**config.mk**
```make
export PLATFORM = sky130hd
export DESIGN_NAME = hazard_controller
export DESIGN_NICKNAME = d
export VERILOG_FILES = /design/src/rtl/hazard_controller.sv
export SDC_FILE = /design/constraint.sdc
export NUM_CORES = 1
export LEC_CHECK = 0
export BUFFER_PORTS_ARGS = -buffer_cell sky130_fd_sc_hd__buf_2
export CORE_ASPECT_RATIO = 1.75
export CORE_MARGIN = 1
export CORE_UTILIZATION = 56
export DETAILED_ROUTE_END_ITERATION = 8
export PLACE_DENSITY = 0.82
export SLEW_MARGIN = 20
export SYNTH_ARGS = -nofsm -noshare
export SYNTH_HDL_FRONTEND = slang
export SYNTH_SLANG_ARGS = --single-unit
```
**constraint.sdc**
```tcl
create_clock -name clk -period 5.4 [get_ports clk]
set_clock_uncertainty 0.1 [all_clocks]
set_input_delay 0.27 -clock clk [delete_from_list [all_inputs] [get_ports clk]]
set_output_delay 0.27 -clock clk [all_outputs]
set_load 0.005 [all_outputs]
```
**src/rtl/hazard_controller.sv**
```systemverilog
// hazard_controller
//   Pipeline sequencer for a 5-stage RV32I datapath. It produces the operand
//   forwarding selects, the load-use stall, the branch/jump flushes and a
//   whole-pipeline freeze while the data memory has not acknowledged. A
//   memory access that stays unacknowledged for too long traps into a sticky
//   error state. Two saturating counters track stall and flush cycles.
//
// Ports
//   clk, rst_n             clock, synchronous active-low reset
//   Rs1D, Rs2D             source registers of the instruction in Decode
//   Rs1E, Rs2E             source registers of the instruction in Execute
//   RdE, RdM, RdW          destination registers in Execute / Memory / Writeback
//   ResultSrcE             result select in Execute, bit 0 marks a load
//   PCSrcE                 taken branch or jump resolved in Execute
//   RegWriteM, RegWriteW   M / W instruction writes the register file
//   MemAccessM             M instruction is a load or store
//   mem_ready              data memory acknowledges the current access this cycle
//   cnt_clr                clear both performance counters
//   ForwardAE, ForwardBE   00 register file, 10 ALUResultM, 01 ResultW
//   StallF..StallW         per-stage hold (E/M/W only during a freeze)
//   FlushD, FlushE         clear F/D and D/E registers
//   mem_req                data memory request strobe
//   bus_err                sticky memory-timeout flag
//   stall_cnt, flush_cnt   saturating counts of StallF / FlushD cycles
//
// state    | meaning
// ---------+-----------------------------------------------------------
// RUN      | normal flow; an unacknowledged access freezes and enters MEM_WAIT
// MEM_WAIT | waiting for mem_ready; wait_cnt counts frozen cycles
// ERROR    | memory timed out; full freeze, no requests, until reset
module hazard_controller #(
  parameter int unsigned MEM_TIMEOUT = 16,
  parameter int unsigned CNT_W       = 32
) (
  input  logic             clk,
  input  logic             rst_n,
  input  logic [4:0]       Rs1D,
  input  logic [4:0]       Rs2D,
  input  logic [4:0]       Rs1E,
  input  logic [4:0]       Rs2E,
  input  logic [4:0]       RdE,
  input  logic [4:0]       RdM,
  input  logic [4:0]       RdW,
  input  logic [1:0]       ResultSrcE,
  input  logic             PCSrcE,
  input  logic             RegWriteM,
  input  logic             RegWriteW,
  input  logic             MemAccessM,
  input  logic             mem_ready,
  input  logic             cnt_clr,
  output logic [1:0]       ForwardAE,
  output logic [1:0]       ForwardBE,
  output logic             StallF,
  output logic             StallD,
  output logic             StallE,
  output logic             StallM,
  output logic             StallW,
  output logic             FlushD,
  output logic             FlushE,
  output logic             mem_req,
  output logic             bus_err,
  output logic [CNT_W-1:0] stall_cnt,
  output logic [CNT_W-1:0] flush_cnt
);

  // wait_cnt must be able to hold MEM_TIMEOUT itself for the compare.
  localparam int unsigned WAIT_W = (MEM_TIMEOUT == 0) ? 1 : $clog2(MEM_TIMEOUT + 1);
  localparam logic [WAIT_W-1:0] WAIT_LIMIT = WAIT_W'(MEM_TIMEOUT);
  localparam bit TIMEOUT_EN = (MEM_TIMEOUT != 0);

  typedef enum logic [1:0] {
    ST_RUN      = 2'd0,
    ST_MEM_WAIT = 2'd1,
    ST_ERROR    = 2'd2
  } state_t;

  state_t            state, state_nxt;
  logic [WAIT_W-1:0] wait_cnt, wait_cnt_nxt;
  logic              lw_stall;
  logic              freeze;

  // Only bit 0 of ResultSrcE (load marker) matters here.
  logic unused;
  assign unused = ResultSrcE[1];

  function automatic logic [1:0] fwd_sel(input logic [4:0] rs);
    if (RegWriteM && (RdM != 5'd0) && (RdM == rs))
      return 2'b10;
    else if (RegWriteW && (RdW != 5'd0) && (RdW == rs))
      return 2'b01;
    else
      return 2'b00;
  endfunction

  // State register
  always_ff @(posedge clk) begin
    if (!rst_n) begin
      state    <= ST_RUN;
      wait_cnt <= '0;
    end else begin
      state    <= state_nxt;
      wait_cnt <= wait_cnt_nxt;
    end
  end

  // Next-state logic
  always_comb begin
    state_nxt    = state;
    wait_cnt_nxt = wait_cnt;
    case (state)
      ST_RUN: begin
        if (MemAccessM && !mem_ready) begin
          state_nxt    = ST_MEM_WAIT;
          wait_cnt_nxt = WAIT_W'(1);
        end
      end
      ST_MEM_WAIT: begin
        if (mem_ready) begin
          state_nxt    = ST_RUN;
          wait_cnt_nxt = '0;
        end else if (TIMEOUT_EN && (wait_cnt == WAIT_LIMIT)) begin
          state_nxt = ST_ERROR;
        end else if (wait_cnt != '1) begin
          // Saturate so a disabled timeout cannot wrap the counter.
          wait_cnt_nxt = wait_cnt + WAIT_W'(1);
        end
      end
      ST_ERROR: begin
        state_nxt = ST_ERROR;
      end
      default: begin
        state_nxt    = ST_RUN;
        wait_cnt_nxt = '0;
      end
    endcase
  end

  assign lw_stall = ResultSrcE[0] && (RdE != 5'd0) && ((RdE == Rs1D) || (RdE == Rs2D));
  assign freeze   = (((state == ST_RUN) || (state == ST_MEM_WAIT)) && MemAccessM && !mem_ready)
                    || (state == ST_ERROR);

  // Output logic; reset forces a flushed, unstalled, request-free pipeline.
  always_comb begin
    ForwardAE = 2'b00;
    ForwardBE = 2'b00;
    StallF    = 1'b0;
    StallD    = 1'b0;
    StallE    = 1'b0;
    StallM    = 1'b0;
    StallW    = 1'b0;
    FlushD    = 1'b1;
    FlushE    = 1'b1;
    mem_req   = 1'b0;
    bus_err   = (state == ST_ERROR);
    if (rst_n) begin
      ForwardAE = fwd_sel(Rs1E);
      ForwardBE = fwd_sel(Rs2E);
      StallF    = lw_stall || freeze;
      StallD    = lw_stall || freeze;
      StallE    = freeze;
      StallM    = freeze;
      StallW    = freeze;
      FlushD    = PCSrcE && !freeze;
      FlushE    = (lw_stall || PCSrcE) && !freeze;
      mem_req   = MemAccessM && (state != ST_ERROR);
    end
  end

  // Saturating performance counters; clear wins over increment.
  always_ff @(posedge clk) begin
    if (!rst_n) begin
      stall_cnt <= '0;
      flush_cnt <= '0;
    end else if (cnt_clr) begin
      stall_cnt <= '0;
      flush_cnt <= '0;
    end else begin
      if (StallF && (stall_cnt != '1))
        stall_cnt <= stall_cnt + CNT_W'(1);
      if (FlushD && (flush_cnt != '1))
        flush_cnt <= flush_cnt + CNT_W'(1);
    end
  end

endmodule

```
==> impl_metrics.ini <==
[detailed_routing]
first_pass_iters = 6
drt-initial-drc-count = 408
wl_um = 10700
drc_errors = 0
drtAntennaViolNets = 0
wl_per_cell_um = 15.3
via_per_inst = 6.12
vias = 4270

[logic_synthesis]
synth_top_family_by_area = simple AND/OR/NAND/NOR gates
synthFlopType = dfxtp_1
synthAdderAreaFrac_pct = 1.52
ys_seq_area_share_pct = 34.5
synth-simple-area-share_pct = 31.7
syn_nets = 546
synth_edf_count = 0
synth_area_mm2 = 0.00412
synth_warnings = 0
synthArstFlopShare_pct = 0
ys_ff_latch = 71
synth.largest_area_cell = dfxtp_1
synth_xor_area_share_pct = 11.7
synthMuxAreaShare_pct = 0
synth.avg_cell_area_um2 = 8.30
ys_top_cells_by_count = dfxtp_1 (71), a21oi_1 (42), nor2_1 (38), nand3_1 (34), nand2_1 (31)
ys_top_cells_by_area = dfxtp_1 (35%), xnor2_1 (6.0%), xor2_1 (5.7%), or4_1 (5.5%), a21oi_1 (5.1%)
synth_compound_gate_area_share_pct = 16.3
synth_cell_types = 50
syn_inst = 496
yosys.cell_count.top_type = dfxtp_1
synth_top_cell_area_share_pct = 34.5

[setup_path]
reg2reg_from = stall_cnt[0]
path_cells = nand2b_1 > a21oi_4 > a31oi_4 > buf_4 > inv_2 > buf_2
crit_path_end = StallF
critPathMaxFanout = 62
slowest_stage = buf_4
r2r_setup_slack_ps = 2980
endpoint_kind = primary output
cp.depth = 6
critPathArrivalTime_ps = 2100
critPathKind = reg2out
critPathBufInv = 3
slowest_delay_ps = 470
cp_top_family = buffers and inverters
cp.required_ps = 5030
startpoint = state[0]
rr_endpoint = stall_cnt[10]
r2r_cells = 8
startpoint_type = flop

[floorplanning]
die_w_um = 66.8
die_area_mm2 = 0.00771
core_area_mm2 = 0.00718
start_util_pct = 57.3
io_pins = 122
rows = 41
die_h_um = 115

[flow_run]
drv_cap = 0

[timing]
maxSlewHeadroom_pct = 57.4
drv_slew = 0
worst_slack_ps = 2930
rsz0062_at_grt = false
final.setup.tns_ps = 0
finalHoldViolations = 0
setup_viol = 0
max_freq_mhz = 405
layout_worst_path_cycle_share_pct = 45.8
min_period_ps = 2470
tightest_slew_ps = 634

[clock_network]
clk_latency_ps = 330
cts_tree = yes
htree_levels = 3
cts-hold-fix-buffers = 0
numCtsBuffers = 9
cts_resized = 0
clockBufferDepth = 2
root_buffer = clkbuf_16
path_clk_slew_ps = 50
post-cts-setup-buffer-count = 0
clock-sinks = 71

[finish]
postLayoutCoreUtil_pct = 69.7
area_growth_pct = 21.5
finish.instance_area_mm2 = 0.00500
drive_gt1_share_pct = 24.7
fillCellCount = 593
insertedDiodeCount = 0
fin_nets = 660

[min_path]
holdCritPathClass = in2reg
whs_path_depth = 3

[global_routing]
grt_use_total_pct = 29.0
grt_overflow = 0
grt_pass1_wl_um = 17600
grt_max_degree = 63
grt_pass1_vias = 4082
antenna_found_initial = 0

[placement]
place_congestion = 0.877
placed_area_mm2 = 0.00472
dp_slack_ps = 2950
detailedPlacementHpwl_um = 7770
io_buffers = 120

[pwr]
p_per_area_mw_per_mm2 = 240
peakVddDrop_mv = 0.184
leakage_nw = 1.91

[outcome]
status = complete, no violations
[routing by layer]
| layer | vias up | part of all wire, % | track usage [%] |
|---|---|---|---|
| met1 | 2045 | 40 | 30.3 |
| met4 | 0 | 2.9 | 14.0 |
| met5 | - | 0 | 0 |
| met3 | 25 | 4.0 | 6.59 |
| met2 | 107 | 53 | 52.8 |
| li1 | 2093 | - | - |
[cell usage in the layout (no fill, tap or decap), drive strengths merged]
master	Yosys	layout
a21o	1	1
a21oi	44	44
a22oi	2	2
a311o	1	1
a31o	1	1
a31oi	3	3
a41o	1	1
and2	6	6
and3	16	16
and4	8	8
and4bb	1	1
buf	13	123
bufinv	0	1
clkbuf	7	12
dfxtp	71	71
ha	5	5
inv	10	10
nand2	31	31
nand2b	2	2
nand3	34	34
nand3b	1	1
nand4	26	26
nor2	39	39
nor3	15	15
nor3b	1	1
nor4	7	7
nor4bb	1	1
o2111ai	1	1
o211ai	2	2
o21a	4	4
o21ai	16	16
o22ai	1	1
o31a	2	2
o31ai	25	25
or3	12	12
or3b	1	1
or4	30	30
xnor2	28	28
xor2	27	27
[state kept, by name (all words and copies together), names as in the netlist]
name / count
state: 2
wait_cnt: 5
stall_cnt: 32
flush_cnt: 32
[logic make-up (layout without fill, tap and decap cells)]
kind of cell               count (synthesis)  count (layout)
AOI/OAI and AO/OA                        104             104
xor gates and xnor gates                  55              55
adders and majority gates                  5               5
buffers and inverters                     30             146
DFF                                       71              71
and+or+nand+nor                          231             231
[worst min path at each step]
stage | startpoint | end | slack (ps)
after global routing | cnt_clr | stall_cnt[7] | 220
final | cnt_clr | stall_cnt[9] | 180
after global placement | stall_cnt[14] | stall_cnt[14] | 370
after detailed placement | stall_cnt[23] | stall_cnt[23] | 380
after CTS | cnt_clr | stall_cnt[9] | 180
after floorplan | rst_n | state[0] | 320
[report_power, final]
part,internal (mW),switching (mW),leakage (nW)
combinational,0.0371,0.0512,1.19
clock,0.375,0.208,0.141
sequential,0.526,0.00324,0.572
total,0.938,0.263,1.91
[final cells by class]
cell class,count,area [um^2],share of cell area (%)
clock buffers,12,256,5.13
clock inverters,1,30.0,0.600
inverters,10,37.5,0.750
multi-input cells,395,2530,50.5
flip-flops and latches,71,1420,28.4
well taps,86,108,2.15
repair buffers,123,623,12.5
[worst reg2reg max path: cells and delay by family (launching register included)]
kind,cells,cell delay (ps)
AOI/OAI and AO/OA,2,340
DFF,1,440
and+or+nand+nor,4,790
adders and majority gates,1,310
buffers and inverters,1,360
[stage by stage]
step | cells | power [mW] | hold slack (ps)
after CTS | 698 | 1.21 | 184
after global placement | 685 | 0.624 | 365
after global routing | 698 | 1.24 | 216
final | 698 | 1.20 | 184
after detailed placement | 685 | 0.628 | 380
after floorplan | 496 | 0.594 | 316
No activity file was read; power rests on OpenSTA's default activity.
